===== src/rtl/nec_ir_pkg.sv =====
// Shared state encoding and pulse-width limits (in microseconds) for the NEC IR receiver.
package nec_ir_pkg;

  typedef enum logic [2:0] {
    S_IDLE,
    S_LEAD_L,
    S_LEAD_H,
    S_BIT_L,
    S_BIT_H,
    S_STOP_L
  } state_t;

  localparam int LEAD_L_MIN    = 8000;
  localparam int LEAD_L_MAX    = 10000;
  localparam int LEAD_H_MIN    = 4000;
  localparam int LEAD_H_MAX    = 5000;
  localparam int RPT_H_MIN     = 2000;
  localparam int RPT_H_MAX     = 2500;
  localparam int BIT_MIN       = 400;
  localparam int BIT_MAX       = 700;
  localparam int ONE_MIN       = 1400;
  localparam int ONE_MAX       = 1900;
  localparam int TIMEOUT_US    = 12000;
  localparam int RPT_WINDOW_MS = 110;

  function automatic logic in_range(input int w, input int lo, input int hi);
    return (w >= lo) && (w <= hi);
  endfunction

endpackage


===== src/rtl/ir_edge_filter.sv =====
// IR pin conditioning: 2-flop synchronizer, 1 us tick prescaler and a FILT_LEN-tick glitch filter.
module ir_edge_filter #(
  parameter int CLK_HZ   = 48000000,
  parameter int FILT_LEN = 4
) (
  input  logic clk,
  input  logic rst,
  input  logic ir,
  output logic tick,
  output logic level,
  output logic rise,
  output logic fall
);

  localparam int DIV = CLK_HZ / 1000000;
  localparam int PW  = $clog2(DIV);
  localparam int FW  = $clog2(FILT_LEN + 1);

  logic          sync_p0, sync_p1;
  logic [PW-1:0] pre;
  logic [FW-1:0] run;

  assign tick = (pre == PW'(DIV - 1));

  always_ff @(posedge clk or posedge rst) begin
    if (rst) begin
      sync_p0 <= 1'b1;
      sync_p1 <= 1'b1;
      pre     <= '0;
      run     <= '0;
      level   <= 1'b1;
      rise    <= 1'b0;
      fall    <= 1'b0;
    end else begin
      sync_p0 <= ir;
      sync_p1 <= sync_p0;
      pre     <= tick ? '0 : pre + PW'(1);
      rise    <= 1'b0;
      fall    <= 1'b0;
      // Level flips only on the FILT_LEN-th consecutive tick that disagrees with it.
      if (tick) begin
        if (sync_p1 == level) begin
          run <= '0;
        end else if (run == FW'(FILT_LEN - 1)) begin
          run   <= '0;
          level <= sync_p1;
          rise  <= sync_p1;
          fall  <= ~sync_p1;
        end else begin
          run <= run + FW'(1);
        end
      end
    end
  end

endmodule


===== src/rtl/nec_ir_rx.sv =====
// NEC IR frame decoder: pulse-width FSM, 32-bit shift register and command check.
// Define IR_REPEAT_EN to decode repeat frames within a 110 ms window after a valid frame.
module nec_ir_rx
  import nec_ir_pkg::*;
#(
  parameter int CLK_HZ   = 48000000,
  parameter int FILT_LEN = 4,
  parameter int W_CNT    = 14
) (
  input  logic       clk,
  input  logic       rst,
  input  logic       ir,
  output logic [7:0] code,
  output logic [7:0] addr,
  output logic       valid,
  output logic       rpt,
  output logic       err,
  output logic       busy
);

  logic             tick, level, rise, fall, edge_any, rpt_ok, timeout;
  logic [W_CNT-1:0] width;
  state_t           state;
  logic [31:0]      shreg;
  logic [4:0]       bit_idx;
  logic             rpt_frame;
  int               w;

  ir_edge_filter #(.CLK_HZ(CLK_HZ), .FILT_LEN(FILT_LEN)) u_filt (
    .clk   (clk),
    .rst   (rst),
    .ir    (ir),
    .tick  (tick),
    .level (level),
    .rise  (rise),
    .fall  (fall)
  );

  assign edge_any = rise | fall;
  assign w        = int'(width);
  assign timeout  = (w >= TIMEOUT_US);
  assign busy     = (state != S_IDLE);

  always_ff @(posedge clk or posedge rst) begin
    if (rst) begin
      width <= '0;
    end else if (edge_any) begin
      width <= '0;
    end else if (tick && (width != '1)) begin
      width <= width + W_CNT'(1);
    end
  end

`ifdef IR_REPEAT_EN
  localparam bit RPT_EN = 1'b1;
  logic [9:0]  us_cnt;
  logic [16:0] ms_cnt;
  logic        seen_valid;

  always_ff @(posedge clk or posedge rst) begin
    if (rst) begin
      us_cnt     <= '0;
      ms_cnt     <= '0;
      seen_valid <= 1'b0;
    end else if (valid) begin
      us_cnt     <= '0;
      ms_cnt     <= '0;
      seen_valid <= 1'b1;
    end else if (tick) begin
      if (us_cnt == 10'd999) begin
        us_cnt <= '0;
        if (ms_cnt != '1) ms_cnt <= ms_cnt + 17'd1;
      end else begin
        us_cnt <= us_cnt + 10'd1;
      end
    end
  end

  assign rpt_ok = seen_valid && (int'(ms_cnt) < RPT_WINDOW_MS);
`else
  localparam bit RPT_EN = 1'b0;
  assign rpt_ok = 1'b0;
`endif

  always_ff @(posedge clk or posedge rst) begin
    if (rst) begin
      state     <= S_IDLE;
      shreg     <= '0;
      bit_idx   <= '0;
      rpt_frame <= 1'b0;
      code      <= '0;
      addr      <= '0;
      valid     <= 1'b0;
      rpt       <= 1'b0;
      err       <= 1'b0;
    end else begin
      valid <= 1'b0;
      rpt   <= 1'b0;
      err   <= 1'b0;
      // A stuck phase aborts the frame before any edge decode is considered.
      if ((state != S_IDLE) && timeout) begin
        err   <= 1'b1;
        state <= S_IDLE;
      end else begin
        case (state)
          S_IDLE: if (edge_any && !level) begin
            state     <= S_LEAD_L;
            rpt_frame <= 1'b0;
          end
          S_LEAD_L: if (edge_any && level) begin
            if (in_range(w, LEAD_L_MIN, LEAD_L_MAX)) state <= S_LEAD_H;
            else begin err <= 1'b1; state <= S_IDLE; end
          end
          S_LEAD_H: if (edge_any && !level) begin
            if (in_range(w, LEAD_H_MIN, LEAD_H_MAX)) begin
              state   <= S_BIT_L;
              bit_idx <= '0;
            end else if (in_range(w, RPT_H_MIN, RPT_H_MAX)) begin
              state     <= S_STOP_L;
              rpt_frame <= 1'b1;
            end else begin
              err   <= 1'b1;
              state <= S_IDLE;
            end
          end
          S_BIT_L: if (edge_any && level) begin
            if (in_range(w, BIT_MIN, BIT_MAX)) state <= S_BIT_H;
            else begin err <= 1'b1; state <= S_IDLE; end
          end
          S_BIT_H: if (edge_any && !level) begin
            if (in_range(w, BIT_MIN, BIT_MAX) || in_range(w, ONE_MIN, ONE_MAX)) begin
              shreg   <= {in_range(w, ONE_MIN, ONE_MAX), shreg[31:1]};
              bit_idx <= bit_idx + 5'd1;
              state   <= (bit_idx == 5'd31) ? S_STOP_L : S_BIT_L;
            end else begin
              err   <= 1'b1;
              state <= S_IDLE;
            end
          end
          S_STOP_L: if (edge_any && level) begin
            state <= S_IDLE;
            if (!in_range(w, BIT_MIN, BIT_MAX)) begin
              err <= 1'b1;
            end else if (rpt_frame) begin
              if (RPT_EN && rpt_ok) rpt <= 1'b1;
              else if (RPT_EN) err <= 1'b1;
            end else if (shreg[23:16] == ~shreg[31:24]) begin
              code  <= shreg[23:16];
              addr  <= shreg[7:0];
              valid <= 1'b1;
            end else begin
              err <= 1'b1;
            end
          end
          default: state <= S_IDLE;
        endcase
      end
    end
  end

endmodule


===== config.mk =====
export PLATFORM = sky130hd
export DESIGN_NAME = nec_ir_rx
export DESIGN_NICKNAME = d
export VERILOG_FILES = /design/src/rtl/nec_ir_pkg.sv /design/src/rtl/ir_edge_filter.sv /design/src/rtl/nec_ir_rx.sv
export SDC_FILE = /design/constraint.sdc
export NUM_CORES = 1
export LEC_CHECK = 0
export BUFFER_PORTS_ARGS = -buffer_cell sky130_fd_sc_hd__buf_2
export CAP_MARGIN = 10
export CORE_MARGIN = 2
export CORE_UTILIZATION = 45
export DETAILED_ROUTE_END_ITERATION = 8
export PLACE_DENSITY_LB_ADDON = 0.08
export SYNTH_ARGS = -nofsm -noshare
export SYNTH_HDL_FRONTEND = slang
export SYNTH_SLANG_ARGS = --single-unit

===== constraint.sdc =====
create_clock -name clk -period 3.3 [get_ports clk]
set_input_delay 0.165 -clock clk [delete_from_list [all_inputs] [get_ports clk]]
set_output_delay 0.165 -clock clk [all_outputs]
set_load 0.05 [all_outputs]

**Word level (Yosys, flattened, before mapping)**

Index checks and enable logic that the tools add are counted.
Widths: inputs -> output; s select.

- Register bits after elaboration: 87
- Bits of input ports: 3
- Logic and storage cells: 139

- $add $sub $neg: 4
- Magnitude comparators: 11
- Equal/unequal tests: 24
- Multiplexer cells: 56
- Bitwise gates (word level): 6
- Reduce and logical (&&, ||, !) cells: 22

Operators with widths:

| cell | count |
|---|---|
| $mux 3 | 14 |
| $mux 1 | 30 |
| $ge 14x11->1 const B | 2 |
| $mux 14 | 2 |
| $reduce_and 6->1 | 4 |
| $mux 5 | 4 |
| $ne 3x3->1 const B | 6 |
| $pmux 3 s6 | 1 |
| $add 14x1->14 const B | 1 |
| $ge 14x12->1 const B | 1 |
| $ge 14x13->1 const B | 1 |
| $ge 14x14->1 const B | 1 |
| $ge 14x9->1 const B | 1 |
| $le 14x10->1 const B | 1 |
| $le 14x11->1 const B | 1 |
| $le 14x12->1 const B | 1 |
| $le 14x13->1 const B | 1 |
| $le 14x14->1 const B | 1 |
| $ne 14x14->1 const B | 1 |
| $ne 2x2->1 const B | 7 |
| $pmux 5 s2 | 1 |
| $eq 3x2->1 const B | 3 |
| $logic_and 1x1->1 | 9 |
| $eq 8x8->1 | 1 |
| other kinds (22) | 28 |

**Longest topological paths before layout**

- Depth in word-level cells: 8
- Depth in mapped cells: 10

**By module**

Synthesis repeated with hierarchy kept, for this count alone.

- Cell total of the unflattened synthesis: 398
- Area total of the unflattened synthesis: 4405.5 um2

Modules (own cells, without submodules):

| module | instances | cells an instance | area each (um2) | seq. area each (um2) |
|---|---|---|---|---|
| nec_ir_rx | 1 | 348 | 3779.9 | 1826.8 |
| ir_edge_filter | 1 | 50 | 625.6 | 354.1 |

**Worst setup path after synthesis**

OpenSTA, ideal clock, no wires.

- Kind: register -> register
- Start point: reg width[12]
- End point: reg shreg[0]
- Data arrival time: 2.150 ns
- Data required time: 3.172 ns
- Slack: 1.022 ns
- Cell stages (with the launch flop): 9
- Cells stage by stage: dfrtp_1 buf_6 nand4bb_4 or4_4 a311oi_2 a22oi_2 buf_6 nor2_2 mux2_1

- Word-level cells in the longest chain between the ends: 4

RTL lines:

| item | line | source |
|---|---|---|
| from (decl) | nec_ir_rx.sv:22 | `logic [W_CNT-1:0] width;` |
| from (signal assigned) | nec_ir_rx.sv:50 | `width <= width + W_CNT'(1);` |
| $ge 14x9->1, or another cell as far along | nec_ir_pkg.sv:27 | `return (w >= lo) && (w <= hi);` |
| $logic_and 1x1->1, on equally long branches | nec_ir_pkg.sv:27, nec_ir_rx.sv:101 |  |
| $logic_or 1x1->1 or $not 1->1 (tied branches) | - |  |
| $reduce_and 4->1 (no line) * | - |  |
| to (signal assigned) | nec_ir_rx.sv:132 | `shreg <= {in_range(w, ONE_MIN, ONE_MAX), shreg[31:1]};` |
| to (decl) | nec_ir_rx.sv:24 | `logic [31:0] shreg;` |

Mark *: on every way between the ends. The rest lies on a longest branch, timed or not.
A chain may end at the register's enable or synchronous reset.

**Worst setup path in the final report**

- Start point: reg width[5]
- End point: reg shreg[30]

The elaborated chain is that of the path after synthesis.

==> key figures <==
Drt
  • WL met1: 4710 µm
  • Drt wl/cell: 15.2 µm
  • DRT iter0 DRCs: 241
  • Routed wl met3: 344 µm
  • Top routing layer in use: met4
  • Met2 wire length: 4420 µm
  • DRC: 0
  • Drt first pass iters: 5
  • Via count: 3514
  • Final antenna-violating net count: 0
  • Drt total wl: 9600 µm
  • Vias per std cell: 5.57

Synth
  • Net count after synthesis: 498
  • Syn_area_per_cell: 9.33 µm²
  • Most used flip-flop cell after synthesis: dfrtp_1
  • Ys async rst share: 100%
  • Cell taking the most area after synthesis: dfrtp_1
  • Post-synth EDFFs: 0
  • Synth cell types: 68
  • Proportion of synthesized chip area in sequential cells: 47.8%
  • Top-area cell type share of the netlist area: 46.1%
  • Yosys warnings: 0
  • Post-Syn Area: 4560 µm²
  • Mapped Cells: 489
  • Synth area leaders: dfrtp_1, o21ai_0, nand2_1
  • Synthesized flop and latch total: 87

Timing
  • Final setup fails: 0
  • Setup TNS: 0 ps
  • Worst Tran Pin Value: 504 ps
  • Relative slew slack: 66.2%
  • Tmin final: 2670 ps
  • Fin. Hold Viols: 0
  • Period utilization: 80.9%
  • Worst Clk Skew: 10.4 ps
  • RSZ-0062 raised after global routing: false
  • Fin. max-slew vios: 0
  • Hold WS: 228 ps
  • Max Clk Rate: 375 MHz

CTS
  • Clk_lat worst skew: 360 ps
  • CTS sink cnt: 87
  • CTS root buffer: clkbuf_8
  • CTS tree: yes
  • Num CTS Buffers: 9
  • Maximum clock path buffer count: 2
  • CTS clk-pin slew, worst paths: 100 ps
  • Cts repair resizes: 0
  • H-tree depth: 3
  • Post-CTS repair timing setup buffer count: 0

Floorplanning
  • # rows: 36
  • Starting density of the core: 46.5%
  • Die width: 105 µm
  • CORE AREA: 9820 µm²
  • Die extent in y: 105 µm
  • IO Count: 23
  • Die ar.: 11000 µm²

Pwr
  • Peak supply drop: 0.261 mV
  • Leak Pwr: 0.00214 µW
  • Switching Power: 452 µW
  • Int Pwr: 1440 µW
  • Reg power frac: 56.5%
  • Clock share of power: 41.8%
  • Switching Fraction: 23.9%
  • Pwr dens: 383 nW/µm²
  • Comb pwr share: 1.7%

Global routing
  • Initial antenna violation count: 0
  • First-pass GRT wire length: 17000 µm
  • GRT overflow: 0
  • Largest net degree at the start of global routing: 81
  • Gr usage total: 18.8%
  • Number of global-route vias before repair: 3380

Setup path
  • CP max FO: 31
  • CP Data Arrival Time: 2900 ps
  • Worst EP required: 3530 ps
  • RR Startpoint: width[5]
  • R2R depth: 6
  • Worst setup SP type: flop
  • CP endpoint kind: flop
  • Worst setup path class: reg2reg
  • R2R setup slack: 630 ps
  • Worst R2R End: shreg[30]

Place
  • Placer Congestion: 0.911
  • I/O Buffers: 21
  • Post-DP HPWL: 6400 µm

Cells and area
  • Highest-count cells in the layout ignoring fill and taps: dfrtp_1, nand2_1, o21ai_0
  • Area growth syn-to-layout: 8.28%
  • Most common cell after layout, fill and taps aside: dfrtp_1
  • Final net count: 502
  • Fillers: 963
  • Number of diodes: 0
  • Layout cells sized above 1: 16.1%

Outcome
  • Outcome: complete, no violations

Worst hold path
  • HP Class: in2async

Job
  • MaxCap Viol Count: 0
## how the worst max path moves through the flow
| stage | cells past startpoint | endpoint | slack (ps) | start |
|---|---|---|---|---|
| after detailed placement | 6 | shreg[30] | 680 | width[5] |
| after floorplan | 1 | addr[0] | 890 | rst |
| final | 6 | shreg[30] | 630 | width[5] |
| after global placement | 6 | shreg[30] | 720 | width[5] |
| after global routing | 6 | shreg[30] | 440 | width[5] |
| after CTS | 6 | shreg[30] | 660 | width[5] |
## repair_timing
action,4_1_cts,5_1_grt
setup endpoints to repair,0,0
endpoints found under the hold margin,8,0
hold buffers,2,0
## cells by family after synthesis
logic type / Yosys count / share of synthesized area, %
and+or+nand+nor: 169 / 19.0
DFF: 87 / 47.8
xor gates and xnor gates: 22 / 4.22
muxes: 17 / 4.11
adders and majority gates: 6 / 1.65
buffers and inverters: 58 / 5.95
other: 1 / 0.0822
AOI/OAI and AO/OA: 129 / 17.2
## flip-flops by register name, summed over array words and instances (netlist names), 3 cells and up
register / count
shreg: 32
width: 14
addr: 8
code: 8
u_filt.pre: 6
bit_idx: 5
state: 3
u_filt.run: 3
## synthesized netlist by cell type (all sizes together) (11+ instances only)
library cell,n
dfrtp,84
o21ai,76
nand2,61
nor2,31
inv,22
clkbuf,20
buf,16
nand3,16
mux2,14
xor2,13
a21oi,11
## power groups by stage
stage / Combinational (µW) / Sequential, µW / Clock (µW)
6_report: 31.3 / 1070 / 791
2_1_floorplan: 21.2 / 1090 / 0
4_1_cts: 33.7 / 1070 / 811
3_3_place_gp: 31.7 / 1090 / 0
5_1_grt: 37.5 / 1070 / 852
3_5_place_dp: 31.8 / 1090 / 0
## critical path: stages (launching register included)
cell     delay (ps)
dfrtp_1         630
nand4_1         240
nor4_1          450
nor3_2          160
a22oi_2         460
or2_4           440
o21ai_0         140
## routing by layer
layer | vias up | global-route usage (%)
met5 | - | 0
met4 | 0 | 5.71
met3 | 13 | 3.06
met2 | 77 | 28.6
met1 | 1708 | 27.6
li1 | 1716 | -
## stage by stage
step | util, % | setup slack, ps | instance area [µm²] | total power [µW] | cells
global route | 50.3 | 442 | 4940 | 1960 | 631
global placement | 48.0 | 719 | 4710 | 1120 | 613
floorplan | - | 890 | 4560 | 1110 | 489
CTS | 50.3 | 658 | 4940 | 1910 | 631
finish | 50.3 | 630 | 4940 | 1890 | 631
detailed placement | 48.0 | 681 | 4710 | 1120 | 613
## area by class of cell
cell class	instances	area (µm²)	share of cell area (%)
clock inverter	7	87.6	1.77
sequential	87	2180	44.1
clock buffer	9	124	2.51
tap	133	166	3.37
inverter	22	83.8	1.70
multi-input combinational	344	2120	42.8
timing repair buffer	29	183	3.70
Power figures use the tool's default switching activity.
